**config.mk**
```make
export PLATFORM = sky130hd
export DESIGN_NAME = uart_rx_engine
export DESIGN_NICKNAME = d
export VERILOG_FILES = /design/src/rtl/uart_rx_engine.sv
export SDC_FILE = /design/constraint.sdc
export NUM_CORES = 1
export LEC_CHECK = 0
export CAP_MARGIN = 20
export CORE_ASPECT_RATIO = 0.6
export CORE_MARGIN = 10
export CORE_UTILIZATION = 28
export DETAILED_ROUTE_END_ITERATION = 8
export HOLD_SLACK_MARGIN = 0.05
export RECOVER_POWER = 25
export SYNTH_ARGS = -nofsm -noshare
export SYNTH_HDL_FRONTEND = slang
export SYNTH_SLANG_ARGS = --single-unit
```
**constraint.sdc**
```tcl
create_clock -name clk -period 2.7 [get_ports clk]
set_input_delay 0.54 -clock clk [delete_from_list [all_inputs] [get_ports clk]]
set_output_delay 0.54 -clock clk [all_outputs]
set_load 0.005 [all_outputs]
```
**src/rtl/uart_rx_engine.sv**
```systemverilog
// UART receive engine: mid-bit sampling of a synchronised rx line, 7/8 data bits with
// optional parity, sticky RXRDY/FERR/PERR/OVF flags cleared by processor reads or clr.
module uart_rx_engine #(
  parameter int unsigned CLK_HZ    = 100_000_000,
  parameter logic [15:0] RX_ADDR   = 16'h0000,
  parameter logic [15:0] STAT_ADDR = 16'h0001
) (
  input  logic        clk,
  input  logic        rst,
  input  logic        read_strobe,
  input  logic        rx,
  input  logic        eight,
  input  logic        pen,
  input  logic        clr,
  input  logic        even,
  input  logic [3:0]  baud,
  input  logic [15:0] port_id,
  output logic [7:0]  data,
  output logic [7:0]  status,
  output logic        RXRDY,
  output logic        FERR,
  output logic        PERR,
  output logic        OVF
);

  // Bit times are rounded CLK_HZ/rate for 300..921600 baud; selects above 11 share the fastest rate.
  localparam logic [19:0] BT_TAB [12] = '{
    20'((CLK_HZ + 150) / 300),       20'((CLK_HZ + 600) / 1200),
    20'((CLK_HZ + 1200) / 2400),     20'((CLK_HZ + 2400) / 4800),
    20'((CLK_HZ + 4800) / 9600),     20'((CLK_HZ + 9600) / 19200),
    20'((CLK_HZ + 19200) / 38400),   20'((CLK_HZ + 28800) / 57600),
    20'((CLK_HZ + 57600) / 115200),  20'((CLK_HZ + 115200) / 230400),
    20'((CLK_HZ + 230400) / 460800), 20'((CLK_HZ + 460800) / 921600)
  };

  function automatic logic [19:0] bit_time(input logic [3:0] sel);
    return BT_TAB[(sel > 4'd11) ? 4'd11 : sel];
  endfunction

  typedef enum logic [1:0] {IDLE, START, DATA, DONE} state_t;

  state_t      state;
  logic [19:0] cnt;
  logic [3:0]  idx;
  logic [9:0]  sr;
  logic        rx_p0, rx_p1, rx_p2;
  logic [3:0]  nsamp;
  logic [9:0]  frame;
  logic [7:0]  dbits;
  logic        par_bit;
  logic        par_err;
  logic        rd_rx, rd_stat;
  logic        expired;

  // Stage p0/p1: two-flop synchroniser; p2 holds the previous synchronised level for edge detect.
  always_ff @(posedge clk or negedge rst) begin
    if (!rst) begin
      rx_p0 <= 1'b1;
      rx_p1 <= 1'b1;
      rx_p2 <= 1'b1;
    end else begin
      rx_p0 <= rx;
      rx_p1 <= rx_p0;
      rx_p2 <= rx_p1;
    end
  end

  // Samples after the start bit sit at the top of sr; shift them down to bit 0.
  always_comb begin
    nsamp   = (eight ? 4'd8 : 4'd7) + {3'b000, pen} + 4'd1;
    frame   = sr >> (4'd10 - nsamp);
    dbits   = eight ? frame[7:0] : {1'b0, frame[6:0]};
    par_bit = eight ? frame[8] : frame[7];
    par_err = pen && ((^dbits ^ par_bit) != !even);
    rd_rx   = read_strobe && (port_id == RX_ADDR);
    rd_stat = read_strobe && (port_id == STAT_ADDR);
    expired = (cnt <= 20'd1);
  end

  assign status = {4'b0000, OVF, FERR, PERR, RXRDY};

  always_ff @(posedge clk or negedge rst) begin
    if (!rst) begin
      state <= IDLE;
      cnt   <= '0;
      idx   <= '0;
      sr    <= '0;
      data  <= '0;
      RXRDY <= 1'b0;
      FERR  <= 1'b0;
      PERR  <= 1'b0;
      OVF   <= 1'b0;
    end else if (clr) begin
      state <= IDLE;
      cnt   <= '0;
      idx   <= '0;
      sr    <= '0;
      data  <= '0;
      RXRDY <= 1'b0;
      FERR  <= 1'b0;
      PERR  <= 1'b0;
      OVF   <= 1'b0;
    end else begin
      if (rd_rx) RXRDY <= 1'b0;
      if (rd_stat) begin
        FERR <= 1'b0;
        PERR <= 1'b0;
        OVF  <= 1'b0;
      end
      case (state)
        IDLE: begin
          if (rx_p2 && !rx_p1) begin
            cnt   <= bit_time(baud) >> 1;
            state <= START;
          end
        end
        START: begin
          if (expired) begin
            if (rx_p1) begin
              state <= IDLE;
            end else begin
              cnt   <= bit_time(baud);
              idx   <= 4'd1;
              state <= DATA;
            end
          end else begin
            cnt <= cnt - 20'd1;
          end
        end
        DATA: begin
          // The >= comparison keeps the FSM bounded if the format shrinks mid-frame.
          if (expired) begin
            sr  <= {rx_p1, sr[9:1]};
            idx <= idx + 4'd1;
            cnt <= bit_time(baud);
            if (idx >= nsamp) state <= DONE;
          end else begin
            cnt <= cnt - 20'd1;
          end
        end
        DONE: begin
          // Placed after the read clears so a same-cycle set takes priority.
          data  <= dbits;
          RXRDY <= 1'b1;
          if (par_err) PERR <= 1'b1;
          if (!sr[9])  FERR <= 1'b1;
          if (RXRDY)   OVF  <= 1'b1;
          state <= IDLE;
        end
        default: state <= IDLE;
      endcase
    end
  end

endmodule

```
# Yosys cells after proc, flatten, opt, wreduce, memory -nomap -nowiden

Memories as Yosys holds them, arrays and structs flattened.
Cells that the tools add are included.

Register bits: 51
ROM bits: 320
Input port bits: 28
Output and inout bits: 20
Word-level logic and storage cells: 99
Memories kept: 1

Add/subtract/negate cells: 5
Magnitude comparators: 4
Equal/unequal tests: 11
Shifts and indexed selects: 1
Mux-type cells: 44
Bitwise operators: 2
Reduce and logical (&&, ||, !) cells: 19

Memory list:

| memory          | words | bits a word | rd ports | clocked after Yosys merged registers in | wr ports | line | RTL |
|---|---|---|---|---|---|---|---|
| (no name shown) | 16    | 20          | 1        | 0                                       | 0        | 37   | `return BT_TAB[(sel > 4'd11) ? 4'd11 : sel];` |

Operators by type and width:

| operator                | count |
|---|---|
| $mux W20                | 7 |
| $pmux W20 S3            | 1 |
| $mux W10                | 3 |
| $mux W4                 | 6 |
| $mux W8                 | 3 |
| $le A20 B1 Y1 const B   | 1 |
| $sub A20 B1 Y20 const B | 1 |
| $eq A16 B1 Y1 const B   | 1 |
| $logic_not A16 Y1       | 1 |
| $mux W1                 | 16 |
| $ne A3 B3 Y1 const B    | 5 |
| $mux W2                 | 6 |
| $shr A10 B4 Y9          | 1 |
| $add A4 B1 Y4 const B   | 2 |
| $pmux W2 S4             | 1 |
| $pmux W4 S2             | 1 |
| $reduce_and A4 Y1       | 2 |
| $reduce_xor A8 Y1       | 1 |
| $reduce_bool A2 Y1      | 3 |
| $reduce_bool A3 Y1      | 2 |
| $ge A5 B5 Y1 const B    | 1 |
| $not A4 Y5              | 1 |
| $add A4 B1 Y4           | 1 |
| $eq A2 B2 Y1 const B    | 2 |
| other kinds (13)        | 17 |

# Logic depth before layout (Yosys ltp)

Gate-level depths: netlist (run 1).

Word-level depth: 13
Mapped depth: 12
Mapped depth without buffers: 10

# Worst setup path before layout (run 1)

OpenSTA, ideal clock, no wires.

Path kind: input to register
Start: in eight
End: reg PERR
Setup time: 0.069 ns
Arrival time: 2.804 ns
Required time: 2.631 ns
Path slack: -0.173 ns
Stages on the path: 10
Path buffers: 1
Cell sequence: inv_1 ha_1 buf_6 mux2i_4 nor3_1 or3_1 xnor3_1 or3b_1 a2111oi_0 nand3b_1

Longest elaborated chain between the ends: 13
Elaborated cells on any way between the ends: 14
Those cells by class: add/sub (3); eq/ne (1); shift (1); mux (6); bitwise (1); reduce/logical (2)

RTL lines:

| item                        | line | RTL |
|---|---|---|
| start: declaration          | 12   | `input logic eight,` |
| $mux W4                     | 70   | `nsamp = (eight ? 4'd8 : 4'd7) + {3'b000, pen} + 4'd1;` |
| $add A4 B1 Y4 (2 in series) | 70   |  |
| $sub A4 B4 Y4               | 71   | `frame = sr >> (4'd10 - nsamp);` |
| $shr A10 B4 Y9              | 71   |  |
| $mux W8                     | 72   | `dbits = eight ? frame[7:0] : {1'b0, frame[6:0]};` |
| $reduce_xor A8 Y1           | 74   | `par_err = pen && ((^dbits ^ par_bit) != !even);` |
| $xor A1 B1 Y1 *             | 74   |  |
| $ne A1 B1 Y1 *              | 74   |  |
| $logic_and A1 B1 Y1 *       | 74   |  |
| $mux W1 *                   | 145  | `if (par_err) PERR <= 1'b1;` |
| $mux W1 *                   | 110  | `case (state)` |
| $mux W1 *                   | 93   | `end else if (clr) begin` |
| end signal: assignment      | 91   | `PERR <= 1'b0;` |
| end signal: assignment      | 101  | `PERR <= 1'b0;` |
| end signal: assignment      | 145  |  |
| end: declaration            | 22   | `output logic PERR,` |

Mark *: on every way between the ends. The rest lies on a longest branch, timed or not.
A chain may end at the register's enable or synchronous reset.

# Final worst setup path (run 1)

Start: in pen
End: reg PERR

Longest elaborated chain between the ends: 12
Elaborated cells on any way between the ends: 13
Those cells by class: add/sub (3); eq/ne (1); shift (1); mux (5); bitwise (1); reduce/logical (2)

RTL lines:

| item                        | line | RTL |
|---|---|---|
| start: declaration          | 13   | `input logic pen,` |
| $add A4 B1 Y4 (2 in series) | 70   |  |
| $sub A4 B4 Y4               | 71   |  |
| $shr A10 B4 Y9              | 71   |  |
| $mux W8                     | 72   |  |
| $reduce_xor A8 Y1           | 74   |  |
| $xor A1 B1 Y1               | 74   |  |
| $ne A1 B1 Y1                | 74   |  |
| $logic_and A1 B1 Y1 *       | 74   |  |
| $mux W1 *                   | 145  |  |
| $mux W1 *                   | 110  |  |
| $mux W1 *                   | 93   |  |

Marked as above.

==> impl_metrics.json, run 1 <==
{
  "p_leak_nw": 2.24,
  "postCtsHoldBufs": 0,
  "wire_per_inst_um": 15.4,
  "setup_ws_ns": 0.0524,
  "r2r_start": "cnt[14]",
  "fp.dieH_um": 112,
  "ff2ff_setup_slack_ns": 0.23,
  "synth_area_leader_cell": "dfrtp_1",
  "clockPowerShare_pct": 20.3,
  "ir_drop_uv": 350,
  "via_per_inst": 4.99,
  "slew_violations": 40,
  "wl_met3_um": 638,
  "start_kind": "input pin",
  "rows": 33,
  "synth_edf_count": 0,
  "p_sw_share_pct": 42.7,
  "violations": "capacitance limit, slew limit",
  "clock-root-buffer": "clkbuf_16",
  "power.density_nw_per_um2": 729,
  "hp-start": "rx_p0",
  "internal_power_mw": 2.18,
  "synth_top_area_share_pct": 30.7,
  "pwr-share-comb_pct": 53.6,
  "placed_area_um2": 4840,
  "routed.top_layer": "met4",
  "fin_area_um2": 5210,
  "finalHoldViolCount": 0,
  "port_buffers": 43,
  "fin_total_pwr_mw": 3.80,
  "slew_headroom_pct": -51.3,
  "final-setup-viol-count": 0,
  "synth_seq_area_share_pct": 32.7,
  "cpMaxStageDelayCell": "or3b_4",
  "wl_mm": 11.7,
  "cp.depth": 11,
  "fin_crit_sh_pct": 98.1,
  "max_slew.worst_pin.slew_ns": 2.27,
  "seqPwrFrac_pct": 26.1,
  "p_switching_mw": 1.62,
  "crit_path_max_incr_delay_ns": 0.41,
  "min_period_ns": 2.65,
  "insertion_delay_ns": 0.29,
  "cts_buffer_depth": 2,
  "num_antenna_cells": 0,
  "final_util_pct": 38.1,
  "synth_warnings": 0,
  "crit_type": "in -> reg",
  "gr-usage-all-layers_pct": 11.8,
  "initial_core_util_pct": 28.7,
  "synth_seq_cells": 51,
  "synth_ff_type": "dfrtp_1",
  "rr_worst_depth": 8,
  "grt_pass1_wl_mm": 19.1,
  "yosys-top-cells-area": "dfrtp_1 31%, ha_1 6.1%, nand2_1 6.0%, a21oi_1 4.7%, mux2i_1 4.3%",
  "syn_inst": 484,
  "synthArstFlopShare_pct": 100,
  "ys_types": 57,
  "cts_tree": "built",
  "arrival_ns": 2.88,
  "path_cells": "buf_8 -> inv_6 -> ha_4 -> buf_6 -> mux2i_4 -> nor3_2 -> or3_4 -> xnor3_1 -> or3b_4 -> a2111oi_4 -> nand3b_1",
  "hp-class": "reg -> reg",
  "fin_nets": 612,
  "wl_met2_mm": 4.74,
  "core_um2": 13700,
  "synth_area_um2": 3920,
  "cts_max_level": 2,
  "clkTransAtPathRegs_ns": 0.07,
  "worstPathMaxFanout": 7,
  "holdPathStages": 0,
  "place_ws_ns": -0.734,
  "status": "finished with violations",
  "gr-total-overflow": 0,
  "pin_count": 48,
  "grt_pass1_vias": 3641,
  "cp.buffers_inverters": 3,
  "grt_max_degree": 40,
  "end_kind": "flip-flop",
  "syn_to_final_growth_pct": 33.1,
  "postSynthAreaPerCell_um2": 8.09,
  "place_congestion": 0.889,
  "drt_iter0_markers": 420,
  "cp_top_family": "simple AND/OR/NAND/NOR gates",
  "maxCapViolCount": 1,
  "hpwl_mm": 8.84,
  "reg2reg_to": "cnt[19]",
  "antenna_found_initial": 0,
  "drt_pass1_iterations": 5,
  "route.detailed.drc": 0,
  "cp.required_ns": 2.93,
  "drive_gt1_share_pct": 18.4,
  "cts_buffers": 5,
  "dieArea_um2": 19300,
  "ant_nets": 0,
  "met1_length_mm": 6.21,
  "whs_ns": 0.361,
  "fmax_mhz": 378,
  "vias": 3786,
  "fin_skew_ns": 0.00287,
  "min_to": "rx_p1",
  "grt_setup_unrepaired": "true",
  "die_x_um": 173,
  "cts_sinks": 51
}
==> registers in the layout, summed over array words and instances (netlist names), 2 cells and up <==
signal / flops
data: 8
idx: 4
sr: 10
cnt: 20
state: 2
==> metrics by stage <==
| stage | setup TNS [ns] | std cells |
|---|---|---|
| global route | -0.0291 | 758 |
| CTS | 0 | 752 |
| detailed placement | -1.38 | 740 |
| finish | 0 | 758 |
| global placement | -0.887 | 740 |
| floorplan | 0 | 487 |
==> how the worst max path moves through the flow <==
stage / start / end
global placement: pen / PERR
detailed placement: eight / PERR
floorplan: eight / PERR
CTS: eight / PERR
finish: pen / PERR
global route: pen / PERR
==> metal layers <==
metal	vias to the layer above	GRT usage, %
met3	7	2.23
met1	1788	17.4
li1	1860	-
met5	-	0
met2	131	17.0
met4	0	3.03
==> power by group through the flow <==
stage	Clock [mW]	Sequential (mW)	Combinational (mW)
3_3_place_gp	0	0.991	1.94
2_1_floorplan	0	0.966	1.39
6_report	0.772	0.992	2.04
4_1_cts	0.787	0.984	2.00
3_5_place_dp	0	0.996	1.97
5_1_grt	0.825	1.01	2.26
==> cells in the mapped netlist, drive strengths merged (3+ instances only) <==
cell type and n:
a211oi 5, a21oi 37, a22o 7, a31oi 9, buf 21, clkbuf 18
dfrtp 48, dfstp 3, ha 19, inv 17, mux2i 19, nand2 63
nand2b 16, nand3 22, nand3b 5, nor2 42, nor2b 5, nor3 11
nor3b 4, nor4 8, o211ai 7, o21ai 32, o31ai 7, or2 3
or3 4, or4 3, xnor2 8, xor2 13
==> layout by cell type (no fill, tap or decap), types with 8 or more instances in the layout <==
cell type / n
nand2_1: 63
buf_4: 63
dfrtp_1: 48
nor2_1: 42
clkdlybuf4s50_1: 39
a21oi_1: 37
nand3_1: 22
o21ai_0: 18
ha_1: 17
mux2i_1: 16
inv_1: 15
nand2b_1: 15
o21ai_1: 14
xor2_1: 13
nor3_1: 9
a31oi_1: 9
xnor2_1: 8
==> cells by family after synthesis <==
| family | after synthesis | share of synthesized area [%] |
|---|---|---|
| flops | 51 | 32.7 |
| buf+inv | 56 | 6.65 |
| mux | 20 | 5.85 |
| fa+ha+maj | 19 | 6.07 |
| xor+xnor | 22 | 5.27 |
| other cells | 1 | 0.0958 |
| simple gates | 192 | 23.7 |
| compound gates | 123 | 19.6 |
==> area by class of cell <==
type,instances,area [um2]
flip-flops and latches,51,1280
clock inverters,2,38.8
repair buffers,110,952
multi-input cells,380,2490
inverters,17,71.3
fillers,1358,8450
clock buffers,6,139
well taps,192,240
==> repair_timing <==
action                     4_1_cts  5_1_grt
setup endpoints to repair        1       33
pin swaps                        4        6
setup buffers                    5        6
resized for setup               17       22
(Power assumes the default switching activity.)
==> run 2: changes to the inputs <==
--- a/config.mk
+++ b/config.mk
@@ -5,6 +5,7 @@
 export SDC_FILE = /design/constraint.sdc
 export NUM_CORES = 1
 export LEC_CHECK = 0
+export ABC_CLOCK_PERIOD_IN_PS = 2700
 export CAP_MARGIN = 20
 export CORE_ASPECT_RATIO = 0.6
 export CORE_MARGIN = 10
==> results of run 2 <==
The final DEF is identical to that of run 1; final timing and power are the same.
